**config.mk**
```make
export PLATFORM = sky130hd
export DESIGN_NAME = multicycle_control
export DESIGN_NICKNAME = d
export VERILOG_FILES = /design/src/rtl/multicycle_control.sv
export SDC_FILE = /design/constraint.sdc
export NUM_CORES = 1
export LEC_CHECK = 0
export ABC_AREA = 1
export BUFFER_PORTS_ARGS = -buffer_cell sky130_fd_sc_hd__buf_2
export CORE_ASPECT_RATIO = 1.2
export CORE_MARGIN = 1
export CORE_UTILIZATION = 47
export DETAILED_ROUTE_END_ITERATION = 10
export PLACE_DENSITY = 0.8
export SLEW_MARGIN = 20
export SYNTH_ARGS = -nofsm -noshare
export SYNTH_HDL_FRONTEND = slang
export SYNTH_SLANG_ARGS = --single-unit
```
**constraint.sdc**
```tcl
create_clock -name clk -period 1.4 [get_ports clk]
set_input_delay 0.35 -clock clk [delete_from_list [all_inputs] [get_ports clk]]
set_output_delay 0.35 -clock clk [all_outputs]
set_load 0.01 [all_outputs]
```
**src/rtl/multicycle_control.sv**
```systemverilog
// Multicycle control FSM for a RISC-V style datapath.
// It sequences FETCH / DECODE / EXECUTE / MEM / WRITEBACK and drives the
// datapath strobes. It counts retired instructions. An opcode it does not
// recognise parks the FSM in TRAP, and only reset releases it.
module multicycle_control #(
  parameter int WORD_SIZE = 32
) (
  input  logic                 clk,
  input  logic                 reset,
  input  logic [WORD_SIZE-1:0] instruction,
  input  logic                 imem_valid,
  input  logic                 dmem_ready,
  input  logic                 branch_taken,
  output logic                 imem_req,
  output logic                 ir_write,
  output logic                 dmem_req,
  output logic                 dmem_we,
  output logic                 reg_write,
  output logic                 pc_write,
  output logic [1:0]           pc_src,
  output logic                 alu_src_imm,
  output logic [2:0]           instruction_type,
  output logic [2:0]           state,
  output logic                 illegal_instr,
  output logic [31:0]          instr_count
);

  // FSM state encodings
  localparam logic [2:0] S_FETCH     = 3'd0;
  localparam logic [2:0] S_DECODE    = 3'd1;
  localparam logic [2:0] S_EXECUTE   = 3'd2;
  localparam logic [2:0] S_MEM       = 3'd3;
  localparam logic [2:0] S_WRITEBACK = 3'd4;
  localparam logic [2:0] S_TRAP      = 3'd5;

  // Instruction format encodings
  localparam logic [2:0] T_R = 3'b000;
  localparam logic [2:0] T_I = 3'b001;
  localparam logic [2:0] T_S = 3'b010;
  localparam logic [2:0] T_U = 3'b011;
  localparam logic [2:0] T_B = 3'b100;
  localparam logic [2:0] T_J = 3'b101;

  // Major opcodes
  localparam logic [6:0] OP_LOAD   = 7'b0000011;
  localparam logic [6:0] OP_IMM    = 7'b0010011;
  localparam logic [6:0] OP_AUIPC  = 7'b0010111;
  localparam logic [6:0] OP_STORE  = 7'b0100011;
  localparam logic [6:0] OP_REG    = 7'b0110011;
  localparam logic [6:0] OP_LUI    = 7'b0110111;
  localparam logic [6:0] OP_BRANCH = 7'b1100011;
  localparam logic [6:0] OP_JALR   = 7'b1100111;
  localparam logic [6:0] OP_JAL    = 7'b1101111;

  logic [6:0] opcode_q;
  logic [2:0] next_state;
  logic [2:0] decoded_type;
  logic       decode_legal;
  logic       is_load;
  logic       is_store;
  logic       is_branch;
  logic       is_jal;
  logic       is_jalr;

  // Only the opcode field matters to the controller.
  logic unused_instr_bits;
  assign unused_instr_bits = ^instruction[WORD_SIZE-1:7];

  assign is_load   = (opcode_q == OP_LOAD);
  assign is_store  = (opcode_q == OP_STORE);
  assign is_branch = (opcode_q == OP_BRANCH);
  assign is_jal    = (opcode_q == OP_JAL);
  assign is_jalr   = (opcode_q == OP_JALR);

  // Map the latched opcode to its format and decide whether it is legal
  always_comb begin
    // NOTE: every variable gets a default before the case, so no path leaves it unassigned and no latch is inferred.
    decoded_type = T_R;
    decode_legal = 1'b1;
    case (opcode_q)
      OP_REG:                   decoded_type = T_R;
      OP_IMM, OP_JALR, OP_LOAD: decoded_type = T_I;
      OP_STORE:                 decoded_type = T_S;
      OP_LUI, OP_AUIPC:         decoded_type = T_U;
      OP_BRANCH:                decoded_type = T_B;
      OP_JAL:                   decoded_type = T_J;
      default:                  decode_legal = 1'b0;
    endcase
  end

  // Next-state selection
  always_comb begin
    next_state = state;
    case (state)
      S_FETCH:     next_state = imem_valid ? S_DECODE : S_FETCH;
      S_DECODE:    next_state = decode_legal ? S_EXECUTE : S_TRAP;
      S_EXECUTE: begin
        if (is_branch)                next_state = S_FETCH;
        else if (is_load || is_store) next_state = S_MEM;
        else                          next_state = S_WRITEBACK;
      end
      S_MEM: begin
        if (dmem_ready) next_state = is_store ? S_FETCH : S_WRITEBACK;
      end
      S_WRITEBACK: next_state = S_FETCH;
      S_TRAP:      next_state = S_TRAP;
      default:     next_state = S_FETCH;
    endcase
  end

  // Datapath strobes, all forced low while reset is held
  always_comb begin
    imem_req    = 1'b0;
    ir_write    = 1'b0;
    dmem_req    = 1'b0;
    dmem_we     = 1'b0;
    reg_write   = 1'b0;
    pc_write    = 1'b0;
    pc_src      = 2'b00;
    alu_src_imm = 1'b0;
    if (!reset) begin
      case (state)
        S_FETCH: begin
          imem_req = 1'b1;
          ir_write = imem_valid;
        end
        S_EXECUTE: begin
          alu_src_imm = (instruction_type != T_R) && (instruction_type != T_B);
          if (is_branch) begin
            pc_write = 1'b1;
            pc_src   = branch_taken ? 2'b01 : 2'b00;
          end
        end
        S_MEM: begin
          dmem_req = 1'b1;
          dmem_we  = is_store;
          pc_write = is_store && dmem_ready;
        end
        S_WRITEBACK: begin
          reg_write = 1'b1;
          pc_write  = 1'b1;
          if (is_jal)       pc_src = 2'b01;
          else if (is_jalr) pc_src = 2'b10;
        end
        default: ;
      endcase
    end
  end

  // State register
  always_ff @(posedge clk) begin
    // NOTE: sequential state uses non-blocking assignments, so every register samples pre-edge values.
    if (reset) state <= S_FETCH;
    else       state <= next_state;
  end

  // Latched opcode, instruction type, trap flag and retire counter
  always_ff @(posedge clk) begin
    if (reset) begin
      opcode_q         <= 7'd0;
      instruction_type <= T_R;
      illegal_instr    <= 1'b0;
      instr_count      <= 32'd0;
    end else begin
      if (state == S_FETCH && imem_valid) opcode_q <= instruction[6:0];
      if (state == S_DECODE) begin
        if (decode_legal) instruction_type <= decoded_type;
        else              illegal_instr    <= 1'b1;
      end
      // pc_write marks the final cycle of every retiring instruction.
      if (pc_write) instr_count <= instr_count + 32'd1;
    end
  end

endmodule

```
# Word level (Yosys, flattened, before mapping)
# Cells that the tools add are included.
# W data, S select, Z words.
[op_classes] mul=0 n_reduce_logical=11 eq_ne=16 n_shift=0 bitwise=1 order_cmp=0 div=0 n_addsub=1 mux=30
[op_table] cell="$add A32 B1 Y32 const B" count=1
[op_table] cell="$pmux W3 S5" count=2
[op_table] cell="$eq A7 B6 Y1 const B" count=3
[op_table] cell="$eq A7 B7 Y1 const B" count=3
[op_table] cell="$mux W1" count=18
[op_table] cell="$mux W3" count=5
[op_table] cell="$eq A7 B5 Y1 const B" count=2
[op_table] cell="$reduce_or A9 Y1" count=1
[op_table] cell="$eq A7 B2 Y1 const B" count=1
[op_table] cell="$eq A3 B2 Y1 const B" count=2
[op_table] cell="$eq A3 B3 Y1 const B" count=2
[op_table] cell="$mux W2" count=3
[op_table] cell="$pmux W2 S2" count=1
[op_table] cell="$reduce_and A2 Y1" count=2
[op_table] cell="$eq A3 B1 Y1 const B" count=1
[op_table] cell="$logic_and A1 B1 Y1" count=3
[op_table] cell="$logic_not A3 Y1" count=1
[op_table] cell="$ne A3 B3 Y1 const B" count=1
[op_table] cell="$pmux W1 S3" count=1
[op_table] cell="$reduce_bool A3 Y1" count=1
[op_table] cell="$reduce_or A3 Y1" count=1
[op_table] cell="$ne A2 B2 Y1 const B" count=1
[op_table] cell="$reduce_or A2 Y1" count=1
[op_table] cell="$logic_or A1 B1 Y1" count=1
[op_table] cell="$not A1 Y1" count=1
[word_totals] wordCells=64 out_inout_bits=48 latch_bits=0 reg_bits=46 mem_bits_rw=0 inputBits=37 memories=0 mem_bits_ro=0

# Logic depth before layout (Yosys ltp)
[depth] ltp_word=5 depth_mapped=11 ltp_nobuf=11

# Least setup slack after synthesis
# OpenSTA, ideal clock, no wires.
[synth_timing] path_kind="register to register" from="reg instr_count[0]" to="reg instr_count[30]" setup_slack_ns=-0.233 t_arrival_ns=1.500 setup_ns=0.132 t_required_ns=1.268 stages_incl_launch_ff=11 path_buffers=0 cell_sequence="dfxtp_1 ha_1 nand2_1 nor2_1 inv_1 nor2_1 nand2_1 nand2_1 nand2_1 nand2_1 a21oi_1"
[synth_via] elab_chain_cells=1
[synth_lines] element="start: declaration" line_no="25" rtl="output logic [31:0] instr_count"
[synth_lines] element="start signal: assignment" line_no="171" rtl="if (pc_write) instr_count <= instr_count + 32'd1;"
[synth_lines] element="$add A32 B1 Y32" line_no="171"
# Every way passes these cells.
# A chain may end at the register's enable or synchronous reset.

# Worst setup path in the final report
[layout_timing] from="reg opcode_q[5]" to="out pc_write"
[layout_via] elab_chain_cells=4
[layout_lines] element="start: declaration" line_no="55" rtl="logic [6:0] opcode_q;"
[layout_lines] element="start signal: assignment" line_no="165" rtl="if (state == S_FETCH && imem_valid) opcode_q <= instruction[6:0];"
[layout_lines] element="$eq A7 B7 Y1 or $eq A7 B6 Y1 (tied branches)" line_no="71, 70"
[layout_lines] element="$mux W1 or $logic_and A1 B1 Y1 (tied branches)" line_no="129, 137"
[layout_lines] element="$pmux W1 S3 *" line_no="122" rtl="case (state)"
[layout_lines] element="$mux W1 *" line_no="121" rtl="if (!reset) begin"
[layout_lines] element="end: declaration" line_no="19" rtl="output logic pc_write,"
# Mark *: on every way between the ends. The rest lies on a longest branch, timed or not.

==> results.json <==
{
  "path_max_fanout": 4,
  "synth_mux_area_frac": 0,
  "synth_cell_types": 28,
  "antenna_found_initial": 0,
  "synth_seq_cells": 46,
  "finalSetupViolations": 55,
  "path_class": "flip-flop to output pin",
  "place_congestion": 0.946,
  "first_iter_violations": 355,
  "dp_slack_ps": -153,
  "syn_inst": 494,
  "clk_pin_slew_worst_paths_ps": 80,
  "clk_latency_ps": 310,
  "coreArea_um2": 6010,
  "hpwlAfterDp_mm": 6.28,
  "ctsHoldBuffers": 0,
  "timing.critical_path.arrival_ps": 1440,
  "power_density_nw_per_um2": 724,
  "detail-route-antenna-nets": 0,
  "grt_pass1_wl_mm": 15.6,
  "layout_min_cycle_time_ps": 1790,
  "cts_buffers": 5,
  "vias": 3915,
  "final_nets": 669,
  "synth_warnings": 0,
  "failed_checks": "setup timing",
  "p_leak_nw": 1.91,
  "cts_root_buf": "clkbuf_8",
  "synth_area_um2": 2910,
  "ioPinCount": 85,
  "first_pass_iters": 5,
  "clkSinkCount": 46,
  "route.detailed.wl_per_inst_um": 14.4,
  "maxSlewViolCount": 0,
  "rsz0062_at_grt": "yes",
  "synth_xor_area_frac": 0.0271,
  "via_per_inst": 5.48,
  "track_usage": 0.312,
  "std_cell_rows": 31,
  "htree_num_levels": 2,
  "antenna_cells": 0,
  "worst_slew_pin_slew_ps": 602,
  "outcome": "finished with violations",
  "yosys.area_share.simple": 0.471,
  "fin_util": 0.733,
  "relSlewSlack": 0.596,
  "die_w_um": 73.8,
  "power.ir.vdd_worst_uv": 799,
  "clockBufferDepth": 2,
  "fin_worst_skew_ps": 14.0,
  "synth_compound_area_frac": 0.106,
  "grt_pass1_vias": 3635,
  "port_buffers": 59,
  "die_h_um": 88.2,
  "synth_fa_ha_area_frac": 0.00430,
  "timing.final.ws_setup_ps": -393,
  "grt_overflow": 0,
  "max_freq_mhz": 558,
  "dieArea_um2": 6510,
  "finalWirelength_mm": 10.3,
  "avgSynthCellArea_um2": 5.89,
  "grt_max_degree": 31,
  "max-cap-violations": 0,
  "start_kind": "flip-flop",
  "drive_gt1_frac": 0.367,
  "synth_nets": 532,
  "synth_top_family_by_area": "simple AND/OR/NAND/NOR gates",
  "period_share": 1.28,
  "area_delta_synth_final_pct": 51.6,
  "initial_utilization": 0.484,
  "required_ps": 1050,
  "crit_path_end_kind": "output pin",
  "hold_class": "primary input to flip-flop",
  "drc": 0,
  "hold_violations": 0,
  "ys_seq_area_frac": 0.317,
  "cts_tree": "built"
}
[through the flow]
stage | instances | cell area (um2) | hold WS, ps | TNS, ps | power [mW]
2_1_floorplan | 494 | 2990 | 436 | -52.5 | 1.74
3_3_place_gp | 686 | 3800 | 438 | -3330 | 1.97
3_5_place_dp | 686 | 3800 | 444 | -4170 | 1.99
4_1_cts | 709 | 4210 | 323 | -7070 | 3.07
5_1_grt | 714 | 4410 | 330 | -15470 | 3.32
6_report | 714 | 4410 | 331 | -12400 | 3.19
[sequential cells by signal (all words and copies together) (netlist names)]
| register | count |
|---|---|
| instr_count | 32 |
| state | 3 |
| instruction_type | 3 |
| opcode_q | 7 |
| illegal_instr | 1 |
[power by group]
part           total [mW]  internal, mW  switching (mW)
sequential           1.43          1.37          0.0643
clock               0.934         0.463           0.470
combinational       0.829         0.384           0.445
total                3.19          2.21           0.979
[synth_stat cells (all sizes together)]
master	n	area [um2]
nand2	198	753
nor2	82	325
dfxtp	46	921
a21oi	43	215
inv	35	131
nand3	29	155
o21ai	16	80.1
nand3b	15	113
buf	7	61.3
clkbuf	6	22.5
xor2	5	43.8
xnor2	4	35.0
nor3	2	10.0
a22oi	1	7.51
clkinv	1	3.75
ha	1	12.5
nand4	1	6.26
nor4	1	6.26
o22ai	1	6.26
[routing by layer]
layer	up-vias	part of all wire	GRT usage	wire length, um
met2	207	0.52	0.575	5360
met4	0	0.054	0.199	554
li1	1843	-	-	-
met5	-	0	0	0
met1	1811	0.35	0.315	3640
met3	54	0.070	0.0621	717
[critical path, stage by stage, from the launching register on]
cell and delay [ps]:
dfxtp_1 400, nand2_4 90, nor2_4 140, nand3_2 120
nand2_2 80, nor2_2 50, nor2_4 130, buf_6 120
[area by class of cell]
class	instances	area, um2
clock buffer	8	101
fill	457	1600
inverter	36	135
multi-input combinational	402	2110
sequential	46	947
tap	82	103
timing repair buffer	140	1020
[cell usage in the layout (no fill, tap or decap), drive strengths merged, types with 8 or more instances in the layout]
| cell type | netlist | layout |
|---|---|---|
| clkbuf | 6 | 8 |
| a21oi | 43 | 43 |
| nor2 | 82 | 82 |
| nand3b | 15 | 15 |
| nand2 | 198 | 201 |
| nand3 | 29 | 29 |
| inv | 35 | 35 |
| buf | 7 | 139 |
| dfxtp | 46 | 46 |
| o21ai | 16 | 16 |
[cells by family after synthesis]
group	count (synthesis)
compound gates	61
xor+xnor	9
fa+ha+maj	1
buf+inv	49
flops	46
simple gates	328
[timing repair]
action,4_1_cts,5_1_grt
buffers inserted,13,8
resized for setup,43,43
endpoints found under the setup margin,46,56
cloned,4,1
pin swaps,16,14
[worst paths after layout]
path                                  endpoint  depth (start not counted)  slack, ps                        from
hold / removal        opcode_q[1]$_SDFFE_PP0P_                          3        330              instruction[1]
hold reg to reg     illegal_instr$_SDFFE_PP0P_                          2        450  illegal_instr$_SDFFE_PP0P_
setup / recovery                      pc_write                          7       -390    opcode_q[5]$_SDFFE_PP0P_
setup reg to reg  instr_count[22]$_SDFFE_PP0P_                         11       -360    opcode_q[5]$_SDFFE_PP0P_
(Power assumes the default switching activity.)
